## config.mk

```make
export PLATFORM = sky130hd
export DESIGN_NAME = fb_lock_detector
export DESIGN_NICKNAME = d
export VERILOG_FILES = /design/src/rtl/fb_lock_pkg.sv /design/src/rtl/sync_edge_detect.sv /design/src/rtl/fb_lock_detector.sv
export SDC_FILE = /design/constraint.sdc
export NUM_CORES = 1
export LEC_CHECK = 0
export CAP_MARGIN = 0
export CORE_MARGIN = 2
export CORE_UTILIZATION = 55
export CTS_CLUSTER_DIAMETER = 120
export DETAILED_ROUTE_END_ITERATION = 6
export PLACE_DENSITY = 0.82
export SLEW_MARGIN = 20
export SYNTH_ARGS = -nofsm -noshare
export SYNTH_HDL_FRONTEND = slang
export SYNTH_SLANG_ARGS = --single-unit
```

## constraint.sdc

```tcl
create_clock -name clock_in -period 3.9 [get_ports clock_in]
set_input_delay 0.585 -clock clock_in [delete_from_list [all_inputs] [get_ports clock_in]]
set_output_delay 0.585 -clock clock_in [all_outputs]
set_load 0.02 [all_outputs]
```

## src/rtl/fb_lock_pkg.sv

```systemverilog
// Shared types and range-compare helper for the feedback-clock frequency lock detector.
package fb_lock_pkg;

    typedef enum logic [1:0] {
        IDLE,
        ACQUIRE,
        LOCKED
    } state_t;

    typedef enum logic [1:0] {
        RANGE_OK,
        RANGE_FAST,
        RANGE_SLOW
    } range_t;

    localparam int CMP_W = 34;

    // Lower bound clamps at zero so a small nominal count with a wide tolerance cannot wrap.
    function automatic range_t in_range(
        input logic [CMP_W-1:0] count,
        input logic [CMP_W-1:0] expectedVal,
        input logic [CMP_W-1:0] tol
    );
        logic [CMP_W-1:0] hiBound;
        logic [CMP_W-1:0] loBound;
        hiBound = expectedVal + tol;
        loBound = (expectedVal < tol) ? '0 : (expectedVal - tol);
        if (count > hiBound) begin
            return RANGE_FAST;
        end else if (count < loBound) begin
            return RANGE_SLOW;
        end else begin
            return RANGE_OK;
        end
    endfunction

endpackage

```

## src/rtl/sync_edge_detect.sv

```systemverilog
// Two-flop synchronizer with a history flop, producing a one-cycle pulse per rising edge
// of an asynchronous input.
module sync_edge_detect (
    input  logic i_clk,
    input  logic i_reset,
    input  logic i_async,
    output logic o_rise
);

    logic r_sync1;
    logic r_sync2;
    logic r_sync3;

    always_ff @(posedge i_clk) begin
        if (i_reset) begin
            r_sync1 <= 1'b0;
            r_sync2 <= 1'b0;
            r_sync3 <= 1'b0;
        end else begin
            r_sync1 <= i_async;
            r_sync2 <= r_sync1;
            r_sync3 <= r_sync2;
        end
    end

    assign o_rise = r_sync2 & ~r_sync3;

endmodule

```

## src/rtl/fb_lock_detector.sv

```systemverilog
// Frequency-lock detector: counts feedback-clock edges per fixed window and declares lock
// after LOCK_COUNT consecutive in-tolerance windows.
module fb_lock_detector #(
    parameter int WINDOW     = 150,
    parameter int EXPECTED   = 10,
    parameter int TOL        = 1,
    parameter int LOCK_COUNT = 3,
    parameter int CNT_W      = 16
) (
    input  logic             clock_in,
    input  logic             reset_in,
    input  logic             fb_clk_in,
    input  logic             enable_in,
    output logic [CNT_W-1:0] count_out,
    output logic             count_valid_out,
    output logic             too_fast_out,
    output logic             too_slow_out,
    output logic             lock_out
);

    import fb_lock_pkg::*;

    localparam int WIN_W    = (WINDOW > 1) ? $clog2(WINDOW) : 1;
    localparam int STREAK_W = $clog2(LOCK_COUNT + 1);
    localparam logic [WIN_W-1:0]    WIN_LAST   = WIN_W'(WINDOW - 1);
    localparam logic [STREAK_W-1:0] STREAK_MAX = STREAK_W'(LOCK_COUNT);

    state_t              r_state;
    logic [WIN_W-1:0]    r_win;
    logic [CNT_W-1:0]    r_edges;
    logic [STREAK_W-1:0] r_streak;

    logic                w_edge;
    logic [CNT_W:0]      w_edgeSum;
    logic [CNT_W-1:0]    w_final;
    range_t              w_range;
    logic [STREAK_W-1:0] w_streakNext;

    sync_edge_detect u_sync (
        .i_clk   (clock_in),
        .i_reset (reset_in),
        .i_async (fb_clk_in),
        .o_rise  (w_edge)
    );

    // w_final includes an edge seen this cycle, so a terminal-cycle edge lands in the closing window.
    always_comb begin
        w_edgeSum    = {1'b0, r_edges} + {{CNT_W{1'b0}}, w_edge};
        w_final      = w_edgeSum[CNT_W] ? {CNT_W{1'b1}} : w_edgeSum[CNT_W-1:0];
        w_range      = in_range(CMP_W'({1'b0, w_final}), CMP_W'(EXPECTED), CMP_W'(TOL));
        w_streakNext = '0;
        if (w_range == RANGE_OK) begin
            w_streakNext = (r_streak == STREAK_MAX) ? STREAK_MAX : (r_streak + STREAK_W'(1));
        end
    end

    always_ff @(posedge clock_in) begin
        if (reset_in) begin
            r_state         <= IDLE;
            r_win           <= '0;
            r_edges         <= '0;
            r_streak        <= '0;
            count_out       <= '0;
            count_valid_out <= 1'b0;
            too_fast_out    <= 1'b0;
            too_slow_out    <= 1'b0;
            lock_out        <= 1'b0;
        end else begin
            count_valid_out <= 1'b0;
            case (r_state)
                IDLE: begin
                    r_win    <= '0;
                    r_edges  <= '0;
                    r_streak <= '0;
                    lock_out <= 1'b0;
                    if (enable_in) begin
                        r_state <= ACQUIRE;
                    end
                end
                ACQUIRE, LOCKED: begin
                    // Disabling abandons the partial window but keeps the last reported count and flags.
                    if (!enable_in) begin
                        r_state  <= IDLE;
                        r_win    <= '0;
                        r_edges  <= '0;
                        r_streak <= '0;
                        lock_out <= 1'b0;
                    end else if (r_win == WIN_LAST) begin
                        r_win           <= '0;
                        r_edges         <= '0;
                        count_out       <= w_final;
                        count_valid_out <= 1'b1;
                        too_fast_out    <= (w_range == RANGE_FAST);
                        too_slow_out    <= (w_range == RANGE_SLOW);
                        r_streak        <= w_streakNext;
                        lock_out        <= (w_streakNext == STREAK_MAX);
                        r_state         <= (w_streakNext == STREAK_MAX) ? LOCKED : ACQUIRE;
                    end else begin
                        r_win   <= r_win + WIN_W'(1);
                        r_edges <= w_final;
                    end
                end
                default: begin
                    r_state <= IDLE;
                end
            endcase
        end
    end

endmodule
```

==> results.sh <==
export IMPL_p_per_area_nw_per_um2=315.2
export IMPL_drtPass1Iterations=4
export IMPL_synth_seq_cells=51
export IMPL_grt_max_degree=28
export IMPL_initial_core_util=0.5687
export IMPL_synth_top_family_by_area="simple AND/OR/NAND/NOR gates"
export IMPL_ir_worst_vdd_mv=0.2949
export IMPL_min_from="count_out[14]"
export IMPL_place_hpwl_mm=4.137
export IMPL_syn_num_nets=326
export IMPL_setup_viol=0
export IMPL_yosys_warnings=0
export IMPL_fin_ws_ns=0.8465
export IMPL_die_w_um=73.89
export IMPL_clock_skew_ns=0.01289
export IMPL_synth_xor_area_frac=0.05217
export IMPL_rows=25
export IMPL_yosysUniqueCellTypes=56
export IMPL_min_path_cells=2
export IMPL_p_comb_frac=0.032
export IMPL_clockBufferDepth=2
export IMPL_fin_crit_sh=0.7830
export IMPL_synth_mux_area_frac=0.007918
export IMPL_min_to="count_out[14]"
export IMPL_syn_area_um2=2686
export IMPL_pin_count=24
export IMPL_drt_total_wl_mm=5.911
export IMPL_ff2ff_setup_slack_ns=0.85
export IMPL_place_ws_ns=0.9472
export IMPL_relSlewSlack=0.3506
export IMPL_internal_power_uw=744.5
export IMPL_clock_sinks=51
export IMPL_final_nets=336
export IMPL_yosys_area_share_simple=0.3055
export IMPL_period_needed_ns=3.054
export IMPL_final_util=0.6392
export IMPL_required_ns=4.12
export IMPL_remaining_drc_errors=0
export IMPL_clockRootBuffer="clkbuf_8"
export IMPL_dp_cells=386
export IMPL_drv_cap=0
export IMPL_routedWlPerCell_um=15.00
export IMPL_htreeDepth=2
export IMPL_crit_fanout=7
export IMPL_area_growth_pct=12.39
export IMPL_die_area_um2=5459
export IMPL_hold_buffers=0
export IMPL_timing_rr_end="r_state[1]"
export IMPL_via_per_inst=5.881
export IMPL_cts_tree="yes"
export IMPL_swShare=0.2177
export IMPL_r2r_cells=10
export IMPL_synthAdderAreaFrac=0.02795
export IMPL_syn_avg_cell_area_um2=8.501
export IMPL_drv_slew=0
export IMPL_holdCritPathClass="register to register"
export IMPL_core_um2=4723
export IMPL_p_seq_frac=0.551
export IMPL_rsz0062_at_grt="false"
export IMPL_grt_first_pass_wirelength_mm=9.977
export IMPL_netlist_instances=316
export IMPL_ant_nets=0
export IMPL_post_cts_buffers=0
export IMPL_worstSetupEndpointType="register"
export IMPL_via_count=2317
export IMPL_finalSetupTns_ns=0
export IMPL_fin_cells=394
export IMPL_synth_compound_area_share=0.1742
export IMPL_fillers=395
export IMPL_startpoint_type="register"
export IMPL_hold_viol=0
export IMPL_diodes=0
export IMPL_clock_latency_ns=0.32
export IMPL_status="finished clean"
export IMPL_synth_edff_count=0
export IMPL_gp_congestion=0.9118
export IMPL_postSynth_asyncResetShare=0
export IMPL_seq_area_frac_synth=0.3801
export IMPL_worst_slew_pin_slew_ns=0.9741
export IMPL_arrival_ns=3.28
export IMPL_dr_first_iter_drc_count=175
export IMPL_grt_overflow=0
export IMPL_yosys_most_used_dff="dfxtp_1"
export IMPL_path_class="register to register"
export IMPL_leakage_nw=1.064
export IMPL_track_usage=0.2355
export IMPL_crit_reg2reg_launch="u_sync.r_sync2"
export IMPL_die_h_um=73.89
export IMPL_cts_resized=0
export IMPL_antenna_found_initial=0
export IMPL_p_clk_frac=0.416
export IMPL_cts_inserted_buffers=5
export IMPL_io_buffers=23
export IMPL_p_sw_uw=207.2
export IMPL_timing_fmax_ghz=0.3275
export IMPL_grt_pass1_vias=2074
export IMPL_clk_pin_slew_worst_paths_ns=0.10
export IMPL_drive_gt1_frac=0.1009
-- synth_stat cells (5+ instances only) --
master     n  share of area
buf_2      5         0.0093
o21ai_0    6          0.011
dfxtp_1   51           0.38
nor2_1    49          0.068
xnor2_1    9          0.029
a22oi_1    6          0.017
a21oi_1   25          0.047
nand3_1    9          0.017
nor3_1    21          0.039
xor2_1     7          0.023
inv_1      6         0.0084
ha_1       6          0.028
nor2b_1    5          0.012
nand2_1   28          0.039
clkbuf_1  11          0.015
-- worst max-delay path by stage --
| stage | slack, ns | endpoint | start |
|---|---|---|---|
| global route | 0.57 | r_state[1] | u_sync.r_sync2 |
| finish | 0.85 | r_state[1] | u_sync.r_sync2 |
| CTS | 0.88 | r_state[1] | u_sync.r_sync2 |
| floorplan | 1.33 | r_state[1] | u_sync.r_sync2 |
| detailed placement | 0.95 | r_state[1] | u_sync.r_sync2 |
| global placement | 1.16 | r_state[1] | u_sync.r_sync2 |
-- power by group through the flow --
stage	clock [mW]	combinational (mW)	sequential (mW)
final	0.396	0.0308	0.525
after global routing	0.418	0.0343	0.525
after CTS	0.398	0.0307	0.525
after detailed placement	0	0.0304	0.537
after global placement	0	0.0296	0.536
after floorplan	0	0.0210	0.536
-- per-layer routing --
metal  vias up  share of wire  GRT usage
li1       1157              -          -
met1      1069           0.45     0.3133
met2        80           0.46     0.3591
met3        11          0.069    0.05761
met4         0          0.019     0.1071
met5         -              0          0
-- worst max-delay path, stage by stage, from the launching register on --
cell      delay (ns)
dfxtp_1         0.34
nor2b_1         0.18
ha_1            0.29
ha_1            0.35
nand3_2         0.17
nor4_1          0.51
mux2i_1         0.30
o221ai_2        0.18
nor3_4          0.20
nand3_2         0.15
o41ai_2         0.27
-- final cells by class --
type	count	area (um2)	area share
well taps	67	83.83	0.02777
flip-flops and latches	51	1021	0.3382
clock inverters	2	38.79	0.01285
clock buffers	6	82.58	0.02735
inverters	6	22.52	0.007460
multi-input cells	237	1525	0.5052
repair buffers	25	245.2	0.08123
-- per-stage QoR --
| step | area [um2] | power, mW | hold slack [ns] |
|---|---|---|---|
| final | 3019 | 0.9516 | 0.4557 |
| after global routing | 3019 | 0.9773 | 0.4749 |
| after CTS | 3019 | 0.9528 | 0.4563 |
| after detailed placement | 2898 | 0.5669 | 0.4336 |
| after global placement | 2898 | 0.5660 | 0.4378 |
| after floorplan | 2686 | 0.5572 | 0.4138 |
-- registers in the layout, summed over array words and instances, names as in the netlist --
register,count
r_win,8
lock_out,1
r_state,2
r_edges,16
count_out,16
u_sync.r_sync2,1
too_slow_out,1
u_sync.r_sync1,1
count_valid_out,1
too_fast_out,1
u_sync.r_sync3,1
r_streak,2
-- layout by cell type (no fill, tap or decap), drive strengths merged, types with 4 or more instances in the layout --
master,synthesis,layout
a211oi,4,4
a21oi,25,25
a22oi,6,6
a311oi,4,4
and4,4,4
clkbuf,12,6
clkdlybuf4s50,0,23
dfxtp,51,51
ha,6,6
inv,6,7
nand2,28,28
nand3,12,12
nand4,9,9
nor2,49,49
nor2b,5,5
nor3,24,24
nor4,4,4
o211ai,4,4
o21ai,7,7
xnor2,9,9
xor2,7,7
-- cells by family (layout without fill, tap and decap cells) --
family,after synthesis,count (layout)
buf+inv,28,39
flops,51,51
xor+xnor,16,16
mux,2,2
simple gates,147,147
compound gates,66,66
fa+ha+maj,6,6
Note: power is estimated with default switching activity, not from simulation.
